File: src/rtl/fft_stage_sequencer.sv
`default_nettype none
// ============================================================================
// Module   : fft_stage_sequencer
// Purpose  : frame sequencer for the pipelined FFT; per-stage enable train,
//            per-stage beat index and frame completion pulse.
//            Optional back-to-back frames: define FFT_SEQ_BACK2BACK_EN.
// Revision : 1.0 - initial release
// ============================================================================
module fft_stage_sequencer #(
  parameter int  NSTAGE    = 3,
  parameter int  FRAME_CYC = 32,
  parameter int  STAGE_LAT = 2,
  localparam int CNT_W     = $clog2(FRAME_CYC)
) (
  input  logic                    clk,
  input  logic                    rstn,
  input  logic                    start_i,
  input  logic                    abort_i,
  input  logic                    din_valid_i,
  output logic                    din_ready_o,
  output logic [NSTAGE-1:0]       stg_en_o,
  output logic [NSTAGE*CNT_W-1:0] seg_idx_o,
  output logic                    out_valid_o,
  output logic                    frame_done_o,
  output logic                    busy_o
);

  localparam int               LAT     = (NSTAGE - 1) * STAGE_LAT;
  localparam logic [CNT_W-1:0] CNT_MAX = CNT_W'(FRAME_CYC - 1);

  localparam logic [1:0] S_IDLE  = 2'd0;
  localparam logic [1:0] S_LOAD  = 2'd1;
  localparam logic [1:0] S_DRAIN = 2'd2;

  logic [1:0]       state_q;
  logic [1:0]       state_d;
  logic [CNT_W-1:0] in_cnt_q;
  logic [LAT:0]     en_q;
  logic             out_valid_q;
  logic             frame_done_q;
  logic             accept;
  logic             last_accept;
  logic             drain_empty;
  logic             start_chain;

  assign accept      = (state_q == S_LOAD) && din_valid_i;
  assign last_accept = accept && (in_cnt_q == CNT_MAX);
  // Pipeline is empty once no enable is in flight and the last result has left.
  assign drain_empty = ~|en_q && !out_valid_q;

`ifdef FFT_SEQ_BACK2BACK_EN
  logic start_pend_q;

  assign start_chain = start_pend_q || start_i;

  always_ff @(posedge clk or negedge rstn) begin
    if (!rstn) begin
      start_pend_q <= 1'b0;
    end else if (abort_i) begin
      start_pend_q <= 1'b0;
    end else if (last_accept || ((state_q == S_DRAIN) && drain_empty)) begin
      start_pend_q <= 1'b0;
    end else if (start_i && (state_q != S_IDLE)) begin
      start_pend_q <= 1'b1;
    end
  end
`else
  assign start_chain = 1'b0;
`endif

  always_ff @(posedge clk or negedge rstn) begin
    if (!rstn) begin
      state_q <= S_IDLE;
    end else begin
      state_q <= state_d;
    end
  end

  always_comb begin
    state_d = state_q;
    if (abort_i) begin
      state_d = S_IDLE;
    end else begin
      case (state_q)
        S_IDLE:  if (start_i) state_d = S_LOAD;
        S_LOAD:  if (last_accept && !start_chain) state_d = S_DRAIN;
        S_DRAIN: if (drain_empty) state_d = start_chain ? S_LOAD : S_IDLE;
        default: state_d = S_IDLE;
      endcase
    end
  end

  always_comb begin
    din_ready_o = 1'b0;
    busy_o      = 1'b0;
    case (state_q)
      S_LOAD: begin
        din_ready_o = 1'b1;
        busy_o      = 1'b1;
      end
      S_DRAIN: busy_o = 1'b1;
      default: ;
    endcase
  end

  always_ff @(posedge clk or negedge rstn) begin
    if (!rstn) begin
      in_cnt_q     <= '0;
      en_q         <= '0;
      out_valid_q  <= 1'b0;
      frame_done_q <= 1'b0;
    end else if (abort_i) begin
      in_cnt_q     <= '0;
      en_q         <= '0;
      out_valid_q  <= 1'b0;
      frame_done_q <= 1'b0;
    end else begin
      if (accept) begin
        in_cnt_q <= (in_cnt_q == CNT_MAX) ? '0 : in_cnt_q + CNT_W'(1);
      end
      en_q[0] <= accept;
      for (int i = 1; i <= LAT; i++) begin
        en_q[i] <= en_q[i-1];
      end
      out_valid_q  <= stg_en_o[NSTAGE-1];
      frame_done_o_calc: frame_done_q <= stg_en_o[NSTAGE-1] &&
                                         (seg_idx_o[(NSTAGE-1)*CNT_W +: CNT_W] == CNT_MAX);
    end
  end

  assign out_valid_o  = out_valid_q;
  assign frame_done_o = frame_done_q;

  genvar k;
  generate
    for (k = 0; k < NSTAGE; k++) begin : g_stage
      logic [CNT_W-1:0] seg_q;

      // Each stage taps the shared enable line k*STAGE_LAT cycles after stage 0.
      assign stg_en_o[k]                  = en_q[k*STAGE_LAT];
      assign seg_idx_o[k*CNT_W +: CNT_W] = seg_q;

      always_ff @(posedge clk or negedge rstn) begin
        if (!rstn) begin
          seg_q <= '0;
        end else if (abort_i) begin
          seg_q <= '0;
        end else if (stg_en_o[k]) begin
          seg_q <= (seg_q == CNT_MAX) ? '0 : seg_q + CNT_W'(1);
        end
      end
    end
  endgenerate

endmodule
`default_nettype wire
File: config.mk
export PLATFORM = sky130hd
export DESIGN_NAME = fft_stage_sequencer
export DESIGN_NICKNAME = d
export VERILOG_FILES = /design/src/rtl/fft_stage_sequencer.sv
export SDC_FILE = /design/constraint.sdc
export NUM_CORES = 1
export LEC_CHECK = 0
export CAP_MARGIN = 40
export CORE_MARGIN = 10
export CORE_UTILIZATION = 55
export CTS_CLUSTER_DIAMETER = 50
export DETAILED_ROUTE_END_ITERATION = 12
export GPL_TIMING_DRIVEN = 0
export PLACE_DENSITY = 0.85
export SYNTH_ARGS = -nofsm -noshare
export SYNTH_HDL_FRONTEND = slang
export SYNTH_SLANG_ARGS = --single-unit
File: constraint.sdc
create_clock -name clk -period 2.95 [get_ports clk]
set_input_delay 0.4425 -clock clk [delete_from_list [all_inputs] [get_ports clk]]
set_output_delay 0.4425 -clock clk [all_outputs]
set_load 0.05 [all_outputs]
Word-level counts from Yosys, hierarchy flattened
Cells that the tools add are included.
- bits in registers: 29
- logic and storage cells: 57
- latch bits: 0
- memory bits (writable): 0
- input bits: 5
- ROM bits: 0
- memories: 0
- output and inout port bits: 22
- multiply operators: 0
- add/sub/neg operators: 4
- reduce and logical (&&, ||, !) cells: 14
- bitwise logic cells: 0
- equal/unequal tests: 9
- divide/modulo/power cells: 0
- $lt $le $gt $ge: 0
- shift operators: 0
- mux-type cells: 22
- operator list (cell ; count):
    $mux W5 ; 13
    $add A5 B1 Y5 const B ; 4
    $eq A5 B5 Y1 const B ; 4
    $ne A3 B3 Y1 const B ; 3
    $mux W2 ; 4
    $reduce_bool A2 Y1 ; 4
    $pmux W2 S3 ; 1
    $reduce_or A5 Y1 ; 1
    $logic_and A1 B1 Y1 ; 4
    $mux W1 ; 4
    $reduce_and A3 Y1 ; 1
    $eq A2 B1 Y1 const B ; 1
    $eq A2 B2 Y1 const B ; 1
    $logic_not A1 Y1 ; 2
    $logic_not A2 Y1 ; 1
    $reduce_or A2 Y1 ; 1

Longest topological paths before layout
Gate-level depths: netlist of run 1.
- depth after elaboration: 6
- gate-level depth with buffers: 7
- gate-level depth less buffers: 7

Least setup slack after synthesis of run 1
OpenSTA, ideal clock, no wires.
- path type: reg-to-reg
- from: register state_q[1]
- to: register in_cnt_q[3]
- arrival time: 1.915 ns
- stages on the path, launching flop included: 7
- clock period less this slack: 1.993 ns
- buffers on the path: 0
- required time: 2.872 ns
- setup time: 0.078 ns
- setup slack: 0.957 ns
- cell sequence: dfrtp_1 inv_1 ha_1 nand2_1 or3_1 a21o_1 a21oi_1
- word-level cells in the longest chain between the ends: 3
- ends and longest elaborated chain (element ; RTL line ; RTL):
    start, declared ; 35 ; logic [1:0] state_q;
    start signal, assigned ; 75 ; state_q <= state_d;
    $eq A2 B1 Y1 ; 46 ; assign accept = (state_q == S_LOAD) && din_valid_i;
    $logic_and A1 B1 Y1 ; 46 ;
    $reduce_bool A2 Y1 (no source line) ; - ;
    end signal, assigned ; 119 ; in_cnt_q <= (in_cnt_q == CNT_MAX) ? '0 : in_cnt_q + CNT_W'(1);
    end, declared ; 37 ; logic [CNT_W-1:0] in_cnt_q;
Every way passes these cells.
A chain may end at the register's enable or synchronous reset.

Worst setup path in the final report of run 1
- from: register state_q[1]
- to: output din_ready_o
- word-level cells in the longest chain between the ends: 2
- ends and longest elaborated chain (element ; RTL line ; RTL):
    $eq A2 B1 Y1 ; 96 ; case (state_q)
    $mux W1 ; 96 ;
    end, declared ; 20 ; output logic din_ready_o,
Every way passes these cells.

==> impl_results.md, run 1 <==
* Worst Setup End Kind: primary output
* Post-cts resize count at 0
* Compound-Gate Fraction of Synth Area at 0.0895
* Yosys warning count at 0
* Layout cell share with drive strength beyond 1 at 0.0707
* Synth Area in Simple Gates at 0.219
* CP required at 2.51 ns
* Initial Utilization at 0.588
* Cell area after synthesis at 1500 sq um
* Synth Area in Adders at 0.100
* Hold Crit Depth at 1
* Final worst slack at 0.551 ns
* H-tree levels at 2
* Synth top area share at 0.485
* Filler Cell Count at ~200
* Post-synth top flop: dfrtp_1
* Synth area leaders: dfrtp_1, ha_1, nor2_1
* Wirelength per Cell at around 15 um
* Final nets at between 200 and 250
* Max Fclk at 0.417 GHz
* Clk buf depth at 2
* CTS sink count at 29
* Die ar. at 5200 sq um
* Crit-path max FO at 6
* Max rail drop VDD at about 0.51 mV
* Cts hold-fix bufs at 0
* Mapped Cells at 150
* Die X-Extent at 72.1 um
* Largest family of logic cells by synthesized area: simple AND/OR/NAND/NOR gates
* Die Ht at 72.1 um
* Dpl ws at 0.891 ns
* EDFF count, synth at 0
* Register area share after synthesis at 0.485
* DRT Pass-1 Iters at 4
* Vias per std cell at 5.58
* CP Cell Sequence: inv_1 -> ha_1 -> clkdlybuf4s50_1
* Gr usage total at 0.134
* Rows at 18
* Tot Pwr at 0.976 mW
* Worst Hold Class: flip-flop to flip-flop
* Antenna-violating nets left at 0
* Via count at 1194
* CTS tree: done
* Status: finished, final reports clean
* Power per cell area at 524 nW/um^2
* Vias in the first global route at 1274
* Reg2Reg Depth at 6
* Slew HR at 0.528
* Clock Latency Late Sink at 0.32 ns
* FF/Latch Area at 726 sq um
* # IOs at 27
* Remaining Overflow, GRT at 0
* Max Cap Viol at 0
* Initial antenna violation count at 0
* Clock root cell: clkbuf_4
* Cell with the most instances after synthesis: dfrtp_1
* CP Class: flip-flop to primary output
* Starting DRT DRC Count at 38
* Pleak at 0.868 nW
* Slowest-stage cell, CP: clkdlybuf4s50_1
* RSZ-0062 raised after global routing: no
* Worst Path Arrival at 1.96 ns
* Commonest cells in the synthesized netlist: dfrtp_1, nor2_1, a21oi_1, ha_1, nand2_1
* Hold slack at 0.487 ns
* Post-synthesis cell type count at 28
* Clock-pin slew on the worst setup and hold paths at 0.08 ns
* FFs w/ async S/R, synth at 1.00
* Final hold violations at 0
* Core footprint at 2540 sq um
* Tcrit/Tclk final at 0.813
* Count of final setup violators at 0
* First-pass GRT wire length at 5600 um
* Setup_tns at 0 ns
* Area after DPL at 1810 sq um
* Final Wtd Congestion at 0.799
* Final wirelength at 3240 um
* Final Critical Period at 2.40 ns
* Final instance area at 1860 sq um
* Port Buffers at 26
* Slew Limit Fails at 0
* Slowest stage delay, CP at 0.84 ns
* Mux contribution to synthesized area at 0.0469
* TritonCTS Buffers at 5
* Final setup skew at 0.00794 ns
* Post-DP HPWL at roughly 2400 um
* Post-CTS Setup Inserts at 0
* DR DRC count at 0
* Syn_area_per_cell at ~10 sq um
* CP startpoint kind: flip-flop
* FF+latch count, synth at 29
* Syn nets at 167
* Largest net degree at the start of global routing at 17
* Yosys top cell by area: dfrtp_1
* Final antenna diode count at 0
* Multi-input logic area at 691 sq um
* Area Growth Syn to Fin at 24.6%
* Post-Synth XOR/XNOR Area at 0.00586
* Worst slew pin tran at 0.706 ns
stage by stage:
step / instances / util
6_report: 214 / 0.732
5_1_grt: 214 / 0.732
4_1_cts: 214 / 0.732
3_5_place_dp: 207 / 0.710
3_3_place_gp: 206 / 0.705
2_1_floorplan: 150 / -
final timing paths:
| kind | slack [ns] | from | endpoint |
|---|---|---|---|
| min reg2reg | 0.49 | en_q[1] | en_q[2] |
| max reg2reg | 1.04 | in_cnt_q[0] | state_q[1] |
| min in group asynchronous | 0.55 | rstn | g_stage[0].seg_q[3] |
| max in group asynchronous | 1.85 | rstn | en_q[1] |
| min | 0.49 | en_q[1] | en_q[2] |
| max | 0.55 | state_q[1] | din_ready_o |
cells in the final DEF, fill, tap and decap left out, types with 5 or more instances in the layout:
master	synthesis	layout
nor2_1	21	21
ha_1	12	12
nand2_1	9	9
inv_1	5	5
o21ai_0	5	5
mux2i_1	7	7
and3_1	6	6
dfrtp_1	29	29
clkbuf_4	0	5
clkbuf_1	4	5
a21oi_1	14	14
nand2b_1	8	8
clkdlybuf4s50_1	0	26
routing by layer:
metal | GRT usage | up-vias | share of wire
li1 | - | 580 | -
met1 | 0.142 | 573 | 0.41
met2 | 0.222 | 34 | 0.49
met3 | 0.0626 | 7 | 0.082
met4 | 0.0581 | 0 | 0.016
met5 | 0 | - | 0
layout make-up:
type / count / area share
sequential: 29 / 0.390
multi-input combinational: 107 / 0.371
timing repair buffer: 27 / 0.148
buffer: 9 / 0.0322
clock buffer: 7 / 0.0295
tap: 30 / 0.0201
inverter: 5 / 0.0101
power breakdown:
part | internal [mW] | switching, mW | leakage (nW)
clock | 0.112 | 0.125 | 0.0314
combinational | 0.107 | 0.187 | 0.435
sequential | 0.421 | 0.0234 | 0.402
critical path: cells and delay by family (launching register included):
kind	cells	cell delay, ns
DFF	1	0.41
buffers and inverters	2	0.96
adders and majority gates	1	0.28
registers in the layout, summed over array words and instances, names as in the netlist:
register / cells
in_cnt_q: 5
frame_done_o: 1
en_q: 5
out_valid_o: 1
g_stage.seg_q: 15
state_q: 2
cells by family (layout without fill, tap and decap cells):
logic type / count (synthesis) / after routing
buffers and inverters: 14 / 48
XOR/XNOR: 1 / 1
flip-flops: 29 / 29
AO/OA/AOI/OAI: 24 / 24
AND/OR/NAND/NOR: 63 / 63
multiplexers: 7 / 7
adder cells (fa/ha/maj): 12 / 12
No activity file was read; power rests on OpenSTA's default activity.
==> run 2, diff against run 1 <==
CORE_UTILIZATION = 51   (was 55)
PLACE_DENSITY = 0.8   (was 0.85)
clock period = 2.38 ns   (was 2.95 ns; I/O delays follow)
==> run 2 against run 1 <==
Net effect:
- utilization is 5.0 points lower
- sequential share of layout area is 0.69 points lower
- via count is 0.67% lower
- flip-flop and latch count stayed put
- first-iteration DRC count is 120% higher
- design area is 1.8% higher
==> impl_results.md, run 2 (synthesized netlist as in run 1, its figures left out) <==
* Status: finished, final reports clean (unchanged)
* Placed insts at 208 (was 207)
* Cts hold-fix bufs at 0 (unchanged)
* Final Wtd Congestion at 0.727 (was 0.799)
* Hold slack at 0.487 ns (about the same)
* Area Growth Syn to Fin at 26.9% (was 24.6%)
* CTS tree: done (unchanged)
* Max rail drop VDD at 0.601 mV (was 0.506 mV)
* Starting DRT DRC Count at 85 (was 38)
* Reg2reg setup slack at 0.45 ns (was 1.04 ns)
* Antenna-violating nets left at 0 (unchanged)
* Final antenna diode count at 0 (unchanged)
* Clock root cell: clkbuf_4 (unchanged)
* Reg2Reg Depth at 6 (unchanged)
* Slowest stage delay, CP at 0.80 ns (was 0.84 ns)
* Final Critical Period at 2.26 ns
* Initial antenna violation count at 0 (unchanged)
* Max Fclk at 0.442 GHz
* CP Class: flip-flop to primary output (unchanged)
* DR DRC count at 0 (unchanged)
* Post-DP HPWL at 2480 um (was 2410 um)
* Slew Limit Fails at 0 (unchanged)
* CP startpoint kind: flip-flop (unchanged)
* Final hold violations at 0 (unchanged)
* Rows at 19 (was 18)
* Worst slew pin tran at 0.803 ns (was 0.706 ns)
* Wirelength per Cell at 15.8 um (was 15.1 um)
* Initial Utilization at 0.538 (was 0.588)
* Crit-path max FO at 3 (was 6)
* Tot Pwr at 1.35 mW (was 0.976 mW)
* Final instance area at 1900 sq um (was 1860 sq um)
* Clk buf depth at 2 (unchanged)
* Vias per std cell at 5.49 (was 5.58)
* TritonCTS Buffers at 5 (unchanged)
* Die ar. at 5500 sq um (was 5200 sq um)
* Area after DPL at 1810 sq um (about the same)
* Clock-pin slew on the worst setup and hold paths at 0.10 ns (was 0.08 ns)
* H-tree levels at 2 (unchanged)
* Vias in the first global route at 1217 (was 1274)
* Max reg flops at 15 (unchanged)
* Largest reg by FF count: g_stage.seg_q (unchanged)
* Remaining Overflow, GRT at 0 (unchanged)
* Post-CTS Setup Inserts at 0 (unchanged)
* Layout cell share with drive strength beyond 1 at 0.0757 (was 0.0707)
* # IOs at 27 (unchanged)
* Worst Path Arrival at 1.91 ns (was 1.96 ns)
* CP Cell Sequence: inv_1 -> ha_1 -> clkdlybuf4s50_1 (unchanged)
* Final setup skew at 0.00339 ns (was 0.00794 ns)
* Via count at 1186 (was 1194)
* Die Ht at 74.1 um (was 72.1 um)
* Port Buffers at 26 (unchanged)
* Die X-Extent at 74.1 um (was 72.1 um)
* Max Cap Viol at 0 (unchanged)
* RSZ-0062 raised after global routing: no (unchanged)
* Final nets at 201 (unchanged)
* Largest net degree at the start of global routing at 18 (was 17)
* Worst reg2reg startpoint: in_cnt_q[0] (unchanged)
* Worst Hold Class: input port to asynchronous set/reset pin (was flip-flop to flip-flop)
* Pleak at 0.897 nW (was 0.868 nW)
* Gr usage total at 0.132 (was 0.134)
* Count of final setup violators at 0 (unchanged)
* Core footprint at 2780 sq um (was 2540 sq um)
* Clock Latency Late Sink at 0.33 ns (was 0.32 ns)
* First-pass GRT wire length at 5710 um (was 5600 um)
* Tcrit/Tclk final at 0.952
* CP required at 2.02 ns (was 2.51 ns)
* Commonest non-fill, non-tap cell in the layout: dfrtp_1 (unchanged)
* Final wirelength at 3420 um (was 3240 um)
* Final Non-Filler Cells at 216 (was 214)
* Post-cts resize count at 0 (unchanged)
* Crit Reg-Reg Endpoint: state_q[1] (unchanged)
* DRT Pass-1 Iters at 4 (unchanged)
* Power per cell area at 710 nW/um^2 (was 524 nW/um^2)
* Worst Setup End Kind: primary output (unchanged)
* Slowest-stage cell, CP: clkdlybuf4s50_1 (unchanged)
* Commonest non-fill, non-tap cells in the layout: dfrtp_1, clkdlybuf4s50_1, nor2_1, a21oi_1, ha_1 (unchanged)
* Top Registers: g_stage.seg_q x15, en_q x5, in_cnt_q x5 (unchanged)
* Setup_tns at 0 ns (unchanged)
* CTS sink count at 29 (unchanged)
* Slew HR at 0.463 (was 0.528)
==> run 2: how the worst max path moves through the flow <==
stage               startpoint             endpoint  slack (ns)  cells past startpoint
floorplan           state_q[1]          in_cnt_q[3]        0.39                      6
CTS                 state_q[1]          din_ready_o        0.04                      3
global placement       abort_i  g_stage[0].seg_q[4]        0.42                      4
finish              state_q[0]               busy_o        0.12                      3
global route        state_q[1]               busy_o        0.05                      3
detailed placement     abort_i  g_stage[1].seg_q[4]        0.40                      4
==> run 2: cell type report <==
type / count / area, sq um
well taps: 31 / 38.8
flip-flops and latches: 29 / 726
repair buffers: 27 / 278
plain buffers: 9 / 60.1
inverters: 5 / 18.8
multi-input cells: 107 / 691
clock inverters: 1 / 30.0
clock buffers: 7 / 55.1
fillers: 216 / 885
==> run 2: power by group <==
group | total, mW | internal [mW] | leakage (nW) | switching (mW)
Sequential | 0.553 | 0.522 | 0.402 | 0.0312
Clock | 0.427 | 0.251 | 0.0455 | 0.177
Combinational | 0.366 | 0.133 | 0.449 | 0.233
Total | 1.35 | 0.905 | 0.897 | 0.441
==> run 2: critical path, delay by kind of cell (launching register included) <==
family / cells / cell delay [ns]
flops: 1 / 0.40
buf+inv: 2 / 0.89
fa+ha+maj: 1 / 0.28
==> run 2: per-layer routing <==
metal  global-route usage  wire (um)  up-vias
li1                     -          -      580
met5                    0          0        -
met2                0.221       1720       32
met3               0.0492        262        6
met1                0.150       1390      568
met4               0.0497         49        0
==> run 2: through the flow <==
step	setup slack, ns	util
finish	0.115	0.682
global placement	0.418	0.645
global route	0.0494	0.682
detailed placement	0.399	0.650
CTS	0.0352	0.681
floorplan	0.387	-
==> run 3, diff against run 2 <==
GPL_ROUTABILITY_DRIVEN = 0   (was not set)
RECOVER_POWER = 50   (was not set)
==> run 3 against run 2 <==
Net effect:
- non-clock buffer count stayed put
- die area stayed put
- largest cell class unchanged
- clock power hardly changed
- cell count stayed put
==> impl_results.md, run 3 (synthesized netlist as in run 1, its figures left out) <==
* Status: finished, final reports clean (unchanged)
* Final instance area at 1880 sq um (was 1900 sq um)
* Layout cell share with drive strength beyond 1 at 0.0649 (was 0.0757)
* Max reg flops at 15 (unchanged)
* Final Non-Filler Cells at 216 (unchanged)
* Remaining Overflow, GRT at 0 (unchanged)
* Clock-pin slew on the worst setup and hold paths at 0.09 ns (was 0.10 ns)
* Die ar. at 5500 sq um (unchanged)
* Count of final setup violators at 0 (unchanged)
* Pleak at 0.885 nW (was 0.897 nW)
* Final setup skew at 0.00314 ns (was 0.00339 ns)
* Vias in the first global route at 1217 (unchanged)
* Post-CTS Setup Inserts at 0 (unchanged)
* Clk buf depth at 2 (unchanged)
* Post-DP HPWL at 2480 um (unchanged)
* FF/Latch Area at 726 sq um (unchanged)
* Vias per std cell at 5.50 (was 5.49)
* First-pass GRT wire length at 5710 um (unchanged)
* Slew HR at 0.480 (was 0.463)
* Largest reg by FF count: g_stage.seg_q (unchanged)
* Worst Path Arrival at 1.91 ns (about the same)
* Die X-Extent at 74.1 um (unchanged)
* Area Growth Syn to Fin at 25.6% (was 26.9%)
* Final hold violations at 0 (unchanged)
* TritonCTS Buffers at 5 (unchanged)
* Worst slew pin tran at 0.777 ns (was 0.803 ns)
* Max rail drop VDD at 0.600 mV (was 0.601 mV)
* Gr usage total at 0.132 (unchanged)
* Post-layout util at 0.675 (was 0.682)
* CTS sink count at 29 (unchanged)
* CP required at 2.02 ns (about the same)
* Clock root cell: clkbuf_4 (unchanged)
* Top Registers: g_stage.seg_q x15, en_q x5, in_cnt_q x5 (unchanged)
* Filler Cell Count at 218 (was 216)
* Largest net degree at the start of global routing at 18 (unchanged)
* Cts hold-fix bufs at 0 (unchanged)
* Wirelength per Cell at 15.8 um (about the same)
* Final antenna diode count at 0 (unchanged)
* H-tree levels at 2 (unchanged)
* Commonest non-fill, non-tap cells in the layout: dfrtp_1, clkdlybuf4s50_1, nor2_1, a21oi_1, ha_1 (unchanged)
* Final nets at 201 (unchanged)
* Dpl ws at 0.399 ns (unchanged)
* Final Critical Period at 2.27 ns (was 2.26 ns)
* Core footprint at 2780 sq um (unchanged)
* Commonest non-fill, non-tap cell in the layout: dfrtp_1 (unchanged)
* Port Buffers at 26 (unchanged)
* Initial Utilization at 0.538 (unchanged)
* DRT Pass-1 Iters at 4 (unchanged)
* Max Fclk at 0.441 GHz (was 0.442 GHz)
* DR DRC count at 0 (unchanged)
* Max Cap Viol at 0 (unchanged)
* Slew Limit Fails at 0 (unchanged)
* Placed insts at 208 (unchanged)
* Initial antenna violation count at 0 (unchanged)
* Die Ht at 74.1 um (unchanged)
* Setup_tns at 0 ns (unchanged)
* Multi-input logic area at 691 sq um (unchanged)
* Post-cts resize count at 0 (unchanged)
* Min-delay src: en_q[1]
* Final wirelength at 3410 um (was 3420 um)
* Worst reg2reg startpoint: in_cnt_q[0] (unchanged)
* Starting DRT DRC Count at 91 (was 85)
* Rows at 19 (unchanged)
* CP startpoint kind: flip-flop (unchanged)
* Area after DPL at 1810 sq um (unchanged)
* CTS tree: done (unchanged)
* Crit-path max FO at 3 (unchanged)
* Final worst slack at 0.112 ns (was 0.115 ns)
* Tcrit/Tclk final at 0.953 (was 0.952)
* Clock Latency Late Sink at 0.33 ns (about the same)
* Antenna-violating nets left at 0 (unchanged)
* Critical Path Start: state_q[0] (unchanged)
* RSZ-0062 raised after global routing: no (unchanged)
* # IOs at 27 (unchanged)
* CP Class: flip-flop to primary output (unchanged)
* Worst Setup End Kind: primary output (unchanged)
* Power per cell area at 717 nW/um^2 (was 710 nW/um^2)
* Via count at 1188 (was 1186)
* Worst Hold Class: flip-flop to flip-flop (was input port to asynchronous set/reset pin)
==> run 3: path summary, 6_finish.rpt <==
| path | end | slack, ns | depth (start not counted) |
|---|---|---|---|
| max | busy_o | 0.11 | 3 |
| min | en_q[2] | 0.50 | 1 |
| max reg2reg | state_q[1] | 0.45 | 6 |
| min reg2reg | en_q[2] | 0.50 | 1 |
| max in group asynchronous | g_stage[1].seg_q[0] | 0.78 | 2 |
| min in group asynchronous | state_q[1] | 0.54 | 1 |
==> run 3: layer usage <==
layer / share of wire / up-vias / GRT usage
met5: 0 / - / 0
met4: 0.014 / 0 / 0.0497
met3: 0.070 / 6 / 0.0492
met2: 0.50 / 32 / 0.221
met1: 0.42 / 570 / 0.150
li1: - / 580 / -
==> run 3: power by group <==
part           total (mW)  internal, mW  switching [mW]
Sequential          0.553         0.522          0.0309
Clock               0.430         0.251           0.179
Combinational       0.364         0.130           0.234
Total                1.35         0.903           0.444
==> run 3: final cells by class <==
class                      count  share of cell area
inverter                       5             0.00999
tap                           31              0.0207
sequential                    29               0.386
clock inverter                 1              0.0160
multi-input combinational    107               0.368
buffer                         9              0.0280
clock buffer                   7              0.0293
timing repair buffer          27               0.142
==> run 3: critical path, stage by stage (launching register included) <==
cell and delay (ns):
dfrtp_1 0.40, inv_1 0.09, ha_1 0.28, clkdlybuf4s50_1 0.80
==> run 3: per-stage QoR <==
step | power [mW] | hold WS (ns)
6_report | 1.35 | 0.496
5_1_grt | 1.41 | 0.523
4_1_cts | 1.36 | 0.495
3_5_place_dp | 0.928 | 0.475
3_3_place_gp | 0.914 | 0.475
2_1_floorplan | 0.819 | 0.0614
